===== src/rtl/pid_pkg.sv =====
// pid_pkg: shared widths, FSM state codes and config addresses for the PID sequencer.
package pid_pkg;
    localparam int W = 16;
    localparam logic [1:0] ST_IDLE  = 2'b00;
    localparam logic [1:0] ST_RUN   = 2'b01;
    localparam logic [1:0] ST_FAULT = 2'b10;
    localparam logic [1:0] ADDR_KP  = 2'd0;
    localparam logic [1:0] ADDR_KI  = 2'd1;
    localparam logic [1:0] ADDR_KD  = 2'd2;
    localparam logic [1:0] ADDR_SV  = 2'd3;
endpackage


===== src/rtl/pid_sv_ramp.sv =====
// pid_sv_ramp: slew limiter giving the next setpoint one bounded step toward target, never overshooting.
module pid_sv_ramp
    import pid_pkg::*;
#(
    parameter int unsigned STEP = 4
) (
    input  logic [W-1:0] target_i,
    input  logic [W-1:0] cur_i,
    output logic [W-1:0] next_o
);
    localparam logic [W-1:0] STEP_W = W'(STEP);
    logic         up;
    logic [W-1:0] diff;
    always_comb begin
        up     = target_i > cur_i;
        diff   = up ? target_i - cur_i : cur_i - target_i;
        next_o = diff <= STEP_W ? target_i : (up ? cur_i + STEP_W : cur_i - STEP_W);
    end
endmodule


===== src/rtl/pid_loop_sequencer.sv =====
// pid_loop_sequencer: shadows host config, applies it on sample ticks, ramps the setpoint
// and trips to FAULT after persistent core overflow.
module pid_loop_sequencer
    import pid_pkg::*;
#(
    parameter int unsigned PERIOD      = 100,
    parameter int unsigned RAMP_STEP   = 4,
    parameter int unsigned FAULT_LIMIT = 8
) (
    input  logic         clk,
    input  logic         rst,
    input  logic         enable,
    input  logic         fault_clr,
    input  logic         cfg_valid,
    output logic         cfg_ready,
    input  logic [1:0]   cfg_addr,
    input  logic [W-1:0] cfg_data,
    input  logic         cfg_commit,
    input  logic [3:0]   of_in,
    output logic [W-1:0] Kp_out,
    output logic [W-1:0] Ki_out,
    output logic [W-1:0] Kd_out,
    output logic [W-1:0] SV_out,
    output logic         core_rst_n,
    output logic         sample_tick,
    output logic         fault,
    output logic [1:0]   state
);
    localparam int CW = $clog2(PERIOD);
    localparam int FW = $clog2(FAULT_LIMIT + 1);
    localparam logic [CW-1:0] CNT_MAX = CW'(PERIOD - 1);
    localparam logic [FW-1:0] FL_V    = FW'(FAULT_LIMIT);

    logic [1:0]    state_q, state_d;
    logic [W-1:0]  sh_q [4];
    logic [W-1:0]  kp_q, ki_q, kd_q, tgt_q, tgt_d, sv_q, sv_d, ramp_next;
    logic [CW-1:0] cnt_q, cnt_d;
    logic [FW-1:0] fcnt_q, fcnt_d, fcnt_t;
    logic          pend_q, pend_d, ready_q, tick_q, tick_d, crst_q, fault_q;
    logic          wr, trip, start, stay_run, gain_ld, tgt_ld;

    pid_sv_ramp #(.STEP(RAMP_STEP)) u_ramp (
        .target_i (tgt_d),
        .cur_i    (sv_q),
        .next_o   (ramp_next)
    );

    // tick_q marks the sample cycle; its actions land in the registers one cycle later.
    always_comb begin
        wr       = cfg_valid & ready_q;
        fcnt_t   = |of_in ? (fcnt_q == FL_V ? fcnt_q : fcnt_q + 1'b1) : '0;
        trip     = tick_q && fcnt_t == FL_V;
        state_d  = state_q == ST_RUN   ? (trip ? ST_FAULT : enable ? ST_RUN : ST_IDLE)
                 : state_q == ST_FAULT ? (fault_clr ? ST_IDLE : ST_FAULT)
                 : (enable ? ST_RUN : ST_IDLE);
        start    = state_d == ST_RUN && state_q != ST_RUN;
        stay_run = state_d == ST_RUN && state_q == ST_RUN;
        gain_ld  = start || (tick_q && pend_q);
        tgt_ld   = pend_q && (start || tick_q);
        tgt_d    = tgt_ld ? sh_q[ADDR_SV] : tgt_q;
        sv_d     = state_d != ST_RUN ? '0 : tick_q ? ramp_next : sv_q;
        pend_d   = (wr && cfg_commit) ? 1'b1 : tgt_ld ? 1'b0 : pend_q;
        cnt_d    = stay_run ? (cnt_q == CNT_MAX ? '0 : cnt_q + 1'b1) : '0;
        tick_d   = stay_run && cnt_q == CNT_MAX;
        fcnt_d   = (state_q == ST_FAULT && fault_clr) ? '0 : tick_q ? fcnt_t : fcnt_q;
    end

    always_ff @(posedge clk) begin
        if (rst) begin
            state_q <= ST_IDLE;
            sh_q    <= '{default: '0};
            kp_q    <= '0;
            ki_q    <= '0;
            kd_q    <= '0;
            tgt_q   <= '0;
            sv_q    <= '0;
            cnt_q   <= '0;
            fcnt_q  <= '0;
            pend_q  <= 1'b0;
            ready_q <= 1'b1;
            tick_q  <= 1'b0;
            crst_q  <= 1'b0;
            fault_q <= 1'b0;
        end else begin
            state_q <= state_d;
            if (wr) sh_q[cfg_addr] <= cfg_data;
            kp_q    <= gain_ld ? sh_q[ADDR_KP] : kp_q;
            ki_q    <= gain_ld ? sh_q[ADDR_KI] : ki_q;
            kd_q    <= gain_ld ? sh_q[ADDR_KD] : kd_q;
            tgt_q   <= tgt_d;
            sv_q    <= sv_d;
            cnt_q   <= cnt_d;
            fcnt_q  <= fcnt_d;
            pend_q  <= pend_d;
            ready_q <= !pend_d;
            tick_q  <= tick_d;
            crst_q  <= state_d == ST_RUN;
            fault_q <= state_d == ST_FAULT;
        end
    end

    assign cfg_ready   = ready_q;
    assign Kp_out      = kp_q;
    assign Ki_out      = ki_q;
    assign Kd_out      = kd_q;
    assign SV_out      = sv_q;
    assign core_rst_n  = crst_q;
    assign sample_tick = tick_q;
    assign fault       = fault_q;
    assign state       = state_q;
endmodule


===== config.mk =====
export PLATFORM = sky130hd
export DESIGN_NAME = pid_loop_sequencer
export DESIGN_NICKNAME = d
export VERILOG_FILES = /design/src/rtl/pid_pkg.sv /design/src/rtl/pid_sv_ramp.sv /design/src/rtl/pid_loop_sequencer.sv
export SDC_FILE = /design/constraint.sdc
export NUM_CORES = 1
export LEC_CHECK = 0
export ABC_AREA = 1
export ABC_CLOCK_PERIOD_IN_PS = 6600
export BUFFER_PORTS_ARGS = -buffer_cell sky130_fd_sc_hd__buf_2
export CAP_MARGIN = 20
export CORE_ASPECT_RATIO = 2
export CORE_UTILIZATION = 35
export CTS_BUF_LIST = sky130_fd_sc_hd__clkbuf_4 sky130_fd_sc_hd__clkbuf_8
export DETAILED_ROUTE_END_ITERATION = 10
export GPL_TIMING_DRIVEN = 0
export MAX_ROUTING_LAYER = met4
export PLACE_DENSITY = 0.55
export SYNTH_ARGS = -nofsm -noshare
export SYNTH_HDL_FRONTEND = slang
export SYNTH_HIERARCHICAL = 1
export SYNTH_SLANG_ARGS = --single-unit

===== constraint.sdc =====
create_clock -name clk -period 6.6 [get_ports clk]
set_clock_uncertainty 0.2 [all_clocks]
set_input_delay 1.32 -clock clk [delete_from_list [all_inputs] [get_ports clk]]
set_output_delay 1.32 -clock clk [all_outputs]
set_load 0.01 [all_outputs]

Word level (Yosys, flattened, before mapping)

Index checks and enable logic that the tools add are counted.

Flip-flop bits (word level): 162

$add $sub $neg: 6
Order comparisons: 4
Eq/ne operators: 9
Muxes and demuxes: 16
Bitwise logic cells: 3
Reductions and logical operators: 16

Operators by type and width:

| cell                                                                   | count |
|---|---|
| 16-bit 2-to-1 mux                                                      | 5 |
| 64-bit bitwise mux                                                     | 1 |
| 16-bit demux with 2-bit select                                         | 1 |
| 16-bit subtractor                                                      | 2 |
| 16-bit by 3-bit adder with 16-bit output, second input constant        | 1 |
| 16-bit > comparator                                                    | 1 |
| 16-bit by 3-bit <= comparator with 1-bit output, second input constant | 1 |
| 16-bit by 3-bit subtractor with 16-bit output, second input constant   | 1 |
| 1-bit logical AND                                                      | 9 |
| 4-bit equality test, second input constant                             | 2 |
| 2-bit 2-to-1 mux                                                       | 4 |
| 4-bit 2-to-1 mux                                                       | 2 |
| 7-bit by 1-bit adder with 7-bit output, second input constant          | 1 |
| 7-bit equality test, second input constant                             | 1 |
| 4-bit by 1-bit adder with 4-bit output, second input constant          | 1 |
| 2-bit by 1-bit equality test with 1-bit output, second input constant  | 2 |
| 2-bit equality test, second input constant                             | 2 |
| 2-bit by 1-bit != test with 1-bit output, second input constant        | 2 |
| 2-bit OR reduction                                                     | 2 |
| 4-bit OR reduction                                                     | 1 |
| 3-bit >= comparator, second input constant                             | 1 |
| 3-bit by 1-bit < comparator with 1-bit output, second input constant   | 1 |
| 1-bit 2-to-1 mux                                                       | 3 |
| 2-bit inverter with 3-bit output                                       | 1 |
| 5 further kinds                                                        | 6 |

Depth between registers and ports, before layout

Gate-level depths: netlist (run 1).

Depth in word-level cells: 16
Mapped depth: 34
Depth with buffers taken out: 33

By module

The synthesis (run 1) kept the hierarchy.

By module, submodules not included:

| module             | times used | cells each | area each (µm²) | seq. area each (µm²) |
|---|---|---|---|---|
| pid_loop_sequencer | 1          | 768        | 6,130.9         | 3,243.1 |
| pid_sv_ramp        | 1          | 642        | 3,343.2         | 0.0 |

Least setup slack after synthesis (run 1)

OpenSTA, ideal clock, no wires.

Kind: in2reg
Start point: input enable
End point: register sv_q[13] (netlist: SV_out[13])
Library setup time: 0.066 ns
Arrival time: 5.145 ns
Required time: 6.334 ns
Slack: 1.189 ns
Cell stages on the path: 33
Path buffers: 2
Path through: a21boi_4 > o21ai_2 > nand2_2 > nand2_4 > buf_6 > nand2_1 > o21ai_1 > inv_1 > inv_1 > fa_1 > inv_1 > nand3_1 > nand2_1 > nand2_1 > nand2_1 > nand2_2 > nand2_4 > nand2_4 > buf_12 > ha_1 > nand2_1 > nor3_1 > nor2_1 > o21bai_1 > a21oi_1 > or2_2 > nand2_1 > nand2_1 > nand2_1 > nand2_1 > nand2_1 > nand2_1 > a21oi_2

Word-level cells in the longest chain between the ends: 12

RTL lines:

| what                                                            | RTL line                                           | RTL |
|---|---|---|
| start: declaration                                              | pid_loop_sequencer.sv:12                           | `input logic enable,` |
| 1-bit 2-to-1 mux *                                              | pid_loop_sequencer.sv:53, pid_loop_sequencer.sv:55 |  |
| 2-bit 2-to-1 mux, on equally long branches                      | pid_loop_sequencer.sv:54, pid_loop_sequencer.sv:53 |  |
| 2-bit 2-to-1 mux *                                              | pid_loop_sequencer.sv:53                           | `state_d = state_q == ST_RUN ? (trip ? ST_FAULT : enable ? ST_RUN : ST_IDLE)` |
| 2-bit by 1-bit equality test with 1-bit output *                | pid_loop_sequencer.sv:56                           | `start = state_d == ST_RUN && state_q != ST_RUN;` |
| 1-bit logical AND *                                             | pid_loop_sequencer.sv:56                           |  |
| 1-bit logical OR *                                              | pid_loop_sequencer.sv:59                           | `tgt_ld = pend_q && (start \|\| tick_q);` |
| 1-bit logical AND *                                             | pid_loop_sequencer.sv:59                           |  |
| 16-bit 2-to-1 mux *                                             | pid_loop_sequencer.sv:60                           | `tgt_d = tgt_ld ? sh_q[ADDR_SV] : tgt_q;` |
| named net tgt_d[1]                                              | pid_loop_sequencer.sv:36                           | `logic [W-1:0] kp_q, ki_q, kd_q, tgt_q, tgt_d, sv_q, sv_d, ramp_next;` |
| 16-bit subtractor / 16-bit > comparator (equally long branches) | pid_sv_ramp.sv:16, pid_sv_ramp.sv:15               |  |
| 16-bit 2-to-1 mux                                               | pid_sv_ramp.sv:16                                  | `diff = up ? target_i - cur_i : cur_i - target_i;` |
| 16-bit by 3-bit <= comparator with 1-bit output                 | pid_sv_ramp.sv:17                                  | `next_o = diff <= STEP_W ? target_i : (up ? cur_i + STEP_W : cur_i - STEP_W);` |
| 16-bit 2-to-1 mux *                                             | pid_sv_ramp.sv:17                                  |  |
| named net ramp_next[13]                                         | pid_loop_sequencer.sv:36                           |  |
| end signal: assignment                                          | pid_loop_sequencer.sv:91                           | `sv_q <= sv_d;` |
| end: declaration                                                | pid_loop_sequencer.sv:36                           |  |

Mark *: on every way through the listed nets, which the timed path passes. The rest lies on a longest branch.
A chain may end at the register's enable or synchronous reset.

Worst setup path after layout (run 1)

Start point: input enable
End point: register sv_q[12] (netlist: SV_out[12])

Same word-level chain as after synthesis.

==> impl_results.md, run 1 <==
* Run status: completed
* Top post-synthesis cells by area: dfxtp_1 34%, nand2_1 13%, nor2_1 10%, inv_1 7.4%, ha_1 6.3%
* GRT Total Usage at 0.231
* Final period utilization at 0.921
* Worst R2R Start: state[1]
* Clk buf depth at 2
* Final Hold Fails at 0
* Area post-placement at between 0.01 and 0.015 mm²
* Setup TNS at 0 ps
* Reg-to-Reg End: SV_out[12]
* H-tree Lvls at 4
* Layout Cells excl Fill at between 1500 and 2000
* First-pass GRT wire length at 47400 µm
* Worst Path Max Fanout at 23
* Worst-skew pair later-pin latency at around 470 ps
* Worst setup path endpoint: SV_out[12]
* Slowest stage delay, CP at 400 ps
* DIE AREA at between 0.02 and 0.03 mm²
* Combinational family with the most area after synthesis: simple AND/OR/NAND/NOR gates
* IO Port Bufs at 96
* Setup violators final at 0
* Syn Area/Cell at about 6.7 µm²
* Internal at about 1.6 mW
* Switch share at 0.386
* Antenna-violating nets left at 0
* Syn Std Cell Area at between 0.009 and 0.01 mm²
* Postcts setup bufs at 0
* Area Overhead vs Synth at 13.7%
* CP startpoint: enable
* Final net count at around 1600
* CTS tree: built
* Combinational share of power at 0.323
* Most used DFF post-synth: dfxtp_1
* DRC Markers at 0
* Post-Syn Nets at between 1000 and 1500
* Yosys warnings at 6
* EDFF count, synth at 0
* # Max-Cap Violations at 0
* Xor/xnor share of the synthesized area at 0.0194
* Die span in y at 235 µm
* Hold crit path type: flip-flop to flip-flop
* Die X at 118 µm
* Crit-path slowest cell: fa_1
* Final min period at about 6100 ps
* Cts repair resizes at 0
* Max_slew headroom at 0.503
* Wire per inst at between 15 and 20 µm
* Root Buffer: clkbuf_8
* Least-Margin Pin Slew at around 740 ps
* Psw at approximately 1.0 mW
* FFs w/ async S/R, synth at 0
* Final design utilization at 0.407
* Clock sink count at ~160
* Crit Path Category: primary input to flip-flop
* Synthesized instance count at ~1400
* Gpl congestion at approximately 0.91
* Initial antenna violation count at 1
* Synth cell count leaders: 320 x nand2_1, 265 x nor2_1, 186 x inv_1
* Reg-to-reg slack, setup at just over 1000 ps
* Leakage at 5.57 nW
* Via count at ~9000
* Clk pwr share at 0.278
* CP Capture Type: flip-flop
* DP HPWL at about 25000 µm
* Initial Util at 0.358
* Share of cells above drive strength 1 at 0.164
* Via-to-Cell Ratio at 4.79
* Most frequent cell after synthesis: nand2_1
* Top-area cell type share of the netlist area at 0.342
* WP data arrival at between 6000 and 7000 ps
* Dpl cells at about 1900
* Synth cell types at 43
* Synth Area in Compound Gates at 0.121
* I/O Pins at 98
* Multiplexer area fraction after synthesis at 0
* Worst EP required at a little under 7000 ps
* Max IR drop VDD at 0.180 mV
* Total gr overflow at 0
* Iteration-0 DRC Markers at between 300 and 400
* Detailed Routing Iterations Pass 1 at 5
* #FFs+latches synth at approximately 160
* Fmax at 164 MHz
* Sequential power share at 0.399
* Post-synthesis sequential area ratio at 0.342
* Core footprint at around 0.026 mm²
* Power per cell area at roughly 240 mW/mm²
* CP Launch Type: primary input
* Worst R2R Path Depth at 30
* Area leader, netlist: dfxtp_1
* Number of max-slew violations in the final report at 0
* Routed wire length at roughly 30000 µm
* Clk slew on worst S/H paths at approximately 100 ps
* Core Rows at 84
* Adder-Cell Fraction of Synth Area at 0.0697
* Fin area at between 0.01 and 0.015 mm²
* Worst path most repeated cell: nand2_1
* Largest net degree at the start of global routing at 24
* Post-CTS Hold Buffers at 0
* Num CTS Buffers at 17
* Setup Slack @ Placement at 29.5 ps
* Final setup margin at around 520 ps
* RSZ-0062 raised after global routing: no
* Simple-gate share of the synthesized area at 0.335
* Vias in the first global route at just over 9000
## per-stage QoR
stage | hold WS [ps] | power (mW)
after floorplan | 233 | 1.67
after global placement | 251 | 1.91
after detailed placement | 258 | 1.91
after CTS | 273 | 2.65
after global routing | 300 | 2.77
final | 263 | 2.62
## metal layers
layer  wire length (µm)  GRT usage  vias to the layer above
met2              17300      0.455                      211
li1                   -          -                     4629
met5                  0          -                        -
met4               2690      0.191                        0
met3                728     0.0252                      110
met1               9570      0.184                     4076
## how the worst min path moves through the flow
stage | startpoint | end | slack [ps] | cells after the start
detailed placement | cnt_q[0] | cnt_q[0] | 260 | 1
floorplan | cnt_q[0] | cnt_q[0] | 230 | 1
global placement | cnt_q[0] | cnt_q[0] | 250 | 1
CTS | cnt_q[0] | cnt_q[0] | 270 | 1
global route | sh_q[35] | Ki_out[3] | 300 | 2
finish | cnt_q[0] | cnt_q[0] | 260 | 1
## state kept, by name (all words and copies together), names as in the netlist, 2 cells and up
| signal | cells |
|---|---|
| state | 2 |
| cnt_q | 7 |
| Ki_out | 16 |
| tgt_q | 16 |
| Kd_out | 16 |
| fcnt_q | 4 |
| Kp_out | 16 |
| sh_q | 64 |
| SV_out | 16 |
## layout make-up
type                            count  area [µm²]
Antenna cell                        1        2.50
Buffer                             45         303
Clock buffer                       18         248
Clock inverter                     14         141
Fill cell                        2950       15700
Inverter                          203         764
Multi-Input combinational cell   1000        5160
Sequential cell                   162        3240
Tap cell                          344         430
Timing Repair Buffer               96         480
## kinds of logic (layout without fill, tap and decap cells)
logic type	after synthesis	after routing
xor+xnor	21	21
buf+inv	248	376
other cells	0	1
fa+ha+maj	51	51
flops	162	162
compound gates	204	204
simple gates	724	724
## power by group through the flow
stage               Combinational, mW  Clock (mW)  Sequential, mW
global placement                0.842           0            1.07
floorplan                       0.597           0            1.07
detailed placement              0.848           0            1.07
CTS                             0.851       0.752            1.04
finish                          0.846       0.728            1.04
global route                    0.944       0.782            1.05
## worst max-delay path, delay by kind of cell
family / cells / cell delay, ps
buffers and inverters: 7 / 900
and+or+nand+nor: 12 / 1450
AOI/OAI and AO/OA: 8 / 1380
xor gates and xnor gates: 1 / 270
adders and majority gates: 3 / 960
## placed cells by master (no fill, tap or decap), types with 2 or more instances in the layout
cell type   netlist  routed
a21oi_1          41      41
xor2_1           13      13
nor3_1           10      10
o21ai_2          15      15
inv_8             0       2
o21ai_1          11      11
nand2_2          14      14
clkbuf_1         16      16
inv_2            15      15
clkinv_4          0       2
inv_6             0       5
nand3_4           2       2
dfxtp_1         162     162
inv_1           186     186
o21ai_0         117     117
nor2_4            6       6
buf_4             6       6
buf_6            11      11
nor3_4            5       5
o21bai_1          3       3
a21o_1            3       3
xnor2_1           8       8
nand2_1         320     320
a21oi_2          10      10
nand2_4           8       8
fa_1              3       3
nor2_1          265     265
clkinvlp_4        0       3
ha_1             48      48
a31oi_1           2       2
buf_2            10     106
nor2_2           11      11
nand3_2           6       6
nand3_1          50      50
nand4_1          21      21
clkbuf_8          0      18
Note: power is estimated with default switching activity, not from simulation.
==> run 2, diff against run 1 <==
--- a/config.mk
+++ b/config.mk
@@ -16,6 +16,7 @@
 export GPL_TIMING_DRIVEN = 0
 export MAX_ROUTING_LAYER = met4
 export PLACE_DENSITY = 0.55
+export RECOVER_POWER = 50
 export SYNTH_ARGS = -nofsm -noshare
 export SYNTH_HDL_FRONTEND = slang
 export SYNTH_HIERARCHICAL = 1
==> impl_results.md, run 2 (synthesis results as in run 1) <==
* Clk slew on worst S/H paths at 90 ps (was 100 ps)
* Slowest stage delay, CP at 410 ps (was 400 ps)
* First-pass GRT wire length at 47400 µm (unchanged)
* Fmax at 165 MHz (was 164 MHz)
* Clock sink count at 162 (unchanged)
* Core Rows at 84 (unchanged)
* Final setup margin at 537 ps (was 519 ps)
* Max FFs per register at 64 (unchanged)
* GRT Total Usage at 0.231 (unchanged)
* Reg-to-Reg End: SV_out[12] (unchanged)
* CTS tree: built (unchanged)
* Core footprint at 0.0265 mm² (unchanged)
* Area Overhead vs Synth at 12.8% (was 13.7%)
* Max IR drop VDD at 0.181 mV (was 0.180 mV)
* Setup TNS at 0 ps (unchanged)
* Num CTS Buffers at 17 (unchanged)
* Die X at 118 µm (unchanged)
* Hold Startpoint: cnt_q[0] (unchanged)
* Reg-to-reg slack, setup at 1050 ps (was 1020 ps)
* Reg area at 0.00324 mm² (unchanged)
* Share of cells above drive strength 1 at 0.139 (was 0.164)
* Via-to-Cell Ratio at 4.78 (was 4.79)
* DP HPWL at 25200 µm (unchanged)
* Leakage at 5.43 nW (was 5.57 nW)
* Cts repair resizes at 0 (unchanged)
* Total gr overflow at 0 (unchanged)
* Hold crit path type: flip-flop to flip-flop (unchanged)
* DIE AREA at 0.0278 mm² (unchanged)
* Via count at 9002 (was 9026)
* Final design utilization at 0.404 (was 0.407)
* Final Hold Fails at 0 (unchanged)
* I/O Pins at 98 (unchanged)
* CP startpoint: enable (unchanged)
* Max_slew headroom at 0.475 (was 0.503)
* Iteration-0 DRC Markers at 305 (was 380)
* Largest Register: sh_q (unchanged)
* Detailed Routing Iterations Pass 1 at 6 (was 5)
* Gpl congestion at 0.912 (unchanged)
* Clk buf depth at 2 (unchanged)
* CP Launch Type: primary input (unchanged)
* # Max-Cap Violations at 0 (unchanged)
* Crit-path slowest cell: fa_1 (unchanged)
* Least-Margin Pin Slew at 788 ps (was 740 ps)
* H-tree Lvls at 4 (unchanged)
* Most frequent cells in the layout: 320 x nand2_1, 265 x nor2_1, 186 x inv_1 (unchanged)
* Initial Util at 0.358 (unchanged)
* Hold Crit Endpoint: cnt_q[0] (unchanged)
* Antenna-violating nets left at 0 (unchanged)
* Run status: completed (unchanged)
* Final min period at 6060 ps (was 6080 ps)
* Post-CTS Hold Buffers at 0 (unchanged)
* Crit Path Category: primary input to flip-flop (unchanged)
* DRC Markers at 0 (unchanged)
* Area of the multi-input gates at 0.00513 mm² (was 0.00516 mm²)
* Routed wire length at 30200 µm (was 30300 µm)
* IO Port Bufs at 96 (unchanged)
* Filler cell count at 2965 (was 2950)
* Worst-skew pair later-pin latency at 470 ps (about the same)
* Die span in y at 235 µm (unchanged)
* CP Capture Type: flip-flop (unchanged)
* Final net count at 1604 (unchanged)
* RSZ-0062 raised after global routing: no (unchanged)
* Number of max-slew violations in the final report at 0 (unchanged)
* Final period utilization at 0.919 (was 0.921)
* Worst Path Max Fanout at 23 (unchanged)
* Worst R2R Start: state[1] (unchanged)
* Vias in the first global route at 9089 (unchanged)
* Setup Slack @ Placement at 29.5 ps (unchanged)
* Worst path most repeated cell: nand2_1 (unchanged)
* Initial antenna violation count at 1 (unchanged)
* Worst hold path cell count at 1 (unchanged)
* Setup violators final at 0 (unchanged)
* Worst EP required at 6800 ps (was 6820 ps)
* Largest net degree at the start of global routing at 24 (unchanged)
* Root Buffer: clkbuf_8 (unchanged)
* Commonest non-fill, non-tap cell in the layout: nand2_1 (unchanged)
* Worst R2R Path Depth at 30 (unchanged)
* Power per cell area at 244 mW/mm² (was 243 mW/mm²)
* Postcts setup bufs at 0 (unchanged)
* Wire per inst at 16.0 µm (was 16.1 µm)
* WP data arrival at 6270 ps (was 6300 ps)
-- run 2: changes by cell type in the layout (fill, tap and decap cells not counted), sizes merged --
| cell | delta |
|---|---|
| buf | -34 |
| clkbuf | +34 |
-- run 2: power by group --
group	leakage [nW]	total [mW]	switching [mW]	internal, mW
combinational	3.91	0.841	0.579	0.262
sequential	1.32	1.04	0.0212	1.02
clock	0.191	0.725	0.405	0.319
total	5.43	2.61	1.01	1.60
-- run 2: area by class of cell --
class	count	area share
tap	344	0.0403
inverter	203	0.0715
sequential	162	0.303
buffer	45	0.0272
multi-input combinational	1000	0.480
antenna	1	0.000234
clock buffer	18	0.0232
timing repair buffer	96	0.0414
clock inverter	14	0.0132
-- run 2: metal layers --
metal | track usage | wire, µm | vias up
met2 | 0.455 | 17300 | 202
met3 | 0.0252 | 681 | 102
met5 | - | 0 | -
met4 | 0.191 | 2660 | 0
met1 | 0.184 | 9540 | 4067
li1 | - | - | 4631
-- run 2: worst max-delay path by stage --
stage / end / slack, ps / cells after the start
after floorplan: SV_out[13] / 1190 / 33
after global placement: SV_out[12] / 70 / 31
after detailed placement: SV_out[12] / 30 / 31
after CTS: SV_out[12] / 540 / 31
after global routing: SV_out[12] / 100 / 31
final: SV_out[12] / 540 / 31
-- run 2: critical path: cells and delay by family --
| kind | cells | cell delay, ps |
|---|---|---|
| and+or+nand+nor | 12 | 1450 |
| adders and majority gates | 3 | 970 |
| AOI/OAI and AO/OA | 8 | 1360 |
| xor gates and xnor gates | 1 | 270 |
| buffers and inverters | 7 | 890 |
-- run 2: per-stage QoR --
stage                     power [mW]  instance area (µm²)  hold WS (ps)  cells
after floorplan                 1.67                 9470           233   1410
after global placement          1.91                10400           251   1850
after detailed placement        1.91                10400           258   1850
after CTS                       2.65                10800           273   1882
after global routing            2.77                10700           300   1883
final                           2.61                10700           263   1883
==> run 3, diff against run 2 <==
--- a/config.mk
+++ b/config.mk
@@ -14,7 +14,6 @@
 export CTS_BUF_LIST = sky130_fd_sc_hd__clkbuf_4 sky130_fd_sc_hd__clkbuf_8
 export DETAILED_ROUTE_END_ITERATION = 10
 export GPL_TIMING_DRIVEN = 0
-export MAX_ROUTING_LAYER = met4
 export PLACE_DENSITY = 0.55
 export RECOVER_POWER = 50
 export SYNTH_ARGS = -nofsm -noshare
==> impl_results.md, run 3 (synthesis results as in run 1) <==
* Clock sink count at 162 (unchanged)
* DRC Markers at 0 (unchanged)
* Worst path most repeated cell: nand2_1 (unchanged)
* CP Launch Type: primary input (unchanged)
* Cell family with most CP delay: compound AO/OA/AOI/OAI gates (was simple AND/OR/NAND/NOR gates)
* Cts repair resizes at 0 (unchanged)
* Vias in the first global route at 8978 (was 9089)
* Final design utilization at 0.403 (was 0.404)
* Fmax at 163 MHz (was 165 MHz)
* Worst Path Max Fanout at 23 (unchanged)
* Detailed Routing Iterations Pass 1 at 5 (was 6)
* Setup Slack @ Placement at -1.96 ps (was 29.5 ps)
* Num CTS Buffers at 17 (unchanged)
* Sequential power share at 0.397 (was 0.400)
* Core Rows at 84 (unchanged)
* Gpl congestion at 0.920 (was 0.912)
* Final Hold Fails at 0 (unchanged)
* Clk buf depth at 2 (unchanged)
* Commonest non-fill, non-tap cell in the layout: nand2_1 (unchanged)
* RSZ-0062 raised after global routing: no (unchanged)
* Iteration-0 DRC Markers at 332 (was 305)
* Via count at 8897 (was 9002)
* Leakage at 5.40 nW (was 5.43 nW)
* Power per cell area at 246 mW/mm² (was 244 mW/mm²)
* Crit-path slowest cell: fa_1 (unchanged)
* Number of max-slew violations in the final report at 0 (unchanged)
* ANT cells at 0 (was 1)
* Internal at 1.65 mW (was 1.60 mW)
* Core footprint at 0.0265 mm² (unchanged)
* Die X at 118 µm (unchanged)
* Max FFs per register at 64 (unchanged)
* Root Buffer: clkbuf_8 (unchanged)
* Initial Util at 0.358 (unchanged)
* Wire per inst at 16.0 µm (about the same)
* Worst EP required at 6810 ps (was 6800 ps)
* DIE AREA at 0.0278 mm² (unchanged)
* Largest Register: sh_q (unchanged)
* Largest net degree at the start of global routing at 24 (unchanged)
* Share of cells above drive strength 1 at 0.130 (was 0.139)
* Psw at 0.982 mW (was 1.01 mW)
* Least-Margin Pin Slew at 798 ps (was 788 ps)
* IO Port Bufs at 96 (unchanged)
* Routed wire length at 30100 µm (was 30200 µm)
* Total gr overflow at 0 (unchanged)
* Final setup margin at 454 ps (was 537 ps)
* Most frequent cells in the layout: 321 x nand2_1, 265 x nor2_1, 186 x inv_1 (was 320 x nand2_1, 265 x nor2_1, 186 x inv_1)
* I/O Pins at 98 (unchanged)
* Area Overhead vs Synth at 12.7% (was 12.8%)
* Switch share at 0.373 (was 0.385)
* Worst-skew pair later-pin latency at 470 ps (about the same)
* Postcts setup bufs at 0 (unchanged)
* CTS tree: built (unchanged)
* DP HPWL at 24900 µm (was 25200 µm)
* Clk pwr share at 0.285 (was 0.278)
* Worst hold slack at 260 ps (was 263 ps)
* Setup violators final at 0 (unchanged)
* Max IR drop VDD at 0.203 mV (was 0.181 mV)
* Filler cell count at 2941 (was 2965)
* Area of the multi-input gates at 0.00511 mm² (was 0.00513 mm²)
* Run status: completed (unchanged)
* GRT Total Usage at 0.223 (was 0.231)
* Final min period at 6150 ps (was 6060 ps)
* First-pass GRT wire length at 47200 µm (was 47400 µm)
* Final net count at 1604 (unchanged)
* Setup TNS at 0 ps (unchanged)
* Worst Path Buf+Inv at 7 (unchanged)
* Crit Path Category: primary input to flip-flop (unchanged)
* Slowest stage delay, CP at 410 ps (about the same)
* WP data arrival at 6350 ps (was 6270 ps)
* Die span in y at 235 µm (unchanged)
* Reg area at 0.00324 mm² (unchanged)
* Antenna-violating nets left at 0 (unchanged)
* Initial antenna violation count at 0 (was 1)
* Max_slew headroom at 0.468 (was 0.475)
* H-tree Lvls at 4 (unchanged)
* Post-CTS Hold Buffers at 0 (unchanged)
* Clk slew on worst S/H paths at 90 ps (about the same)
* Combinational share of power at 0.318 (was 0.322)
* # Max-Cap Violations at 0 (unchanged)
* Final period utilization at 0.931 (was 0.919)
* CP Capture Type: flip-flop (unchanged)
* Via-to-Cell Ratio at 4.73 (was 4.78)
* Hold crit path type: flip-flop to flip-flop (unchanged)
-- run 3: path summary, 6_finish.rpt --
| path | startpoint | to | slack (ps) | depth (start not counted) |
|---|---|---|---|---|
| worst max-delay path | enable | SV_out[12] | 450 | 31 |
| worst min-delay path | cnt_q[0] | cnt_q[0] | 260 | 1 |
| worst max register to register | state[1] | SV_out[12] | 940 | 30 |
| worst min register to register | cnt_q[0] | cnt_q[0] | 260 | 1 |
-- run 3: final cells by class --
| class | count | area share |
|---|---|---|
| flip-flops and latches | 162 | 0.304 |
| clock inverters | 11 | 0.0120 |
| multi-input cells | 1000 | 0.479 |
| plain buffers | 45 | 0.0272 |
| repair buffers | 96 | 0.0406 |
| well taps | 344 | 0.0403 |
| inverters | 203 | 0.0716 |
| clock buffers | 20 | 0.0258 |
-- run 3: worst register-to-register path, delay by kind of cell, from the launching register on --
family,cells,cell delay (ps)
and+or+nand+nor,12,1450
AOI/OAI and AO/OA,8,1430
adders and majority gates,3,970
buffers and inverters,6,800
DFF,1,490
xor gates and xnor gates,1,250
-- run 3: metrics by stage --
stage / std cells / cell area, µm² / power (mW)
finish: 1881 / 10700 / 2.63
global placement: 1850 / 10400 / 1.90
detailed placement: 1850 / 10400 / 1.91
global route: 1881 / 10700 / 2.78
CTS: 1881 / 10800 / 2.66
floorplan: 1410 / 9470 / 1.67
-- run 3: power groups by stage --
stage	Sequential [mW]	Combinational, mW	Clock (mW)
after floorplan	1.07	0.597	0
after global placement	1.07	0.836	0
after detailed placement	1.07	0.842	0
after CTS	1.04	0.846	0.770
after global routing	1.05	0.932	0.803
final	1.04	0.837	0.750
-- run 3: metal layers --
metal  GRT usage  part of all wire  vias to the layer above
li1            -                 -                     4620
met1       0.186              0.33                     4002
met2       0.465              0.59                      196
met3      0.0279             0.025                       79
met4       0.149             0.063                        0
met5           0                 0                        -
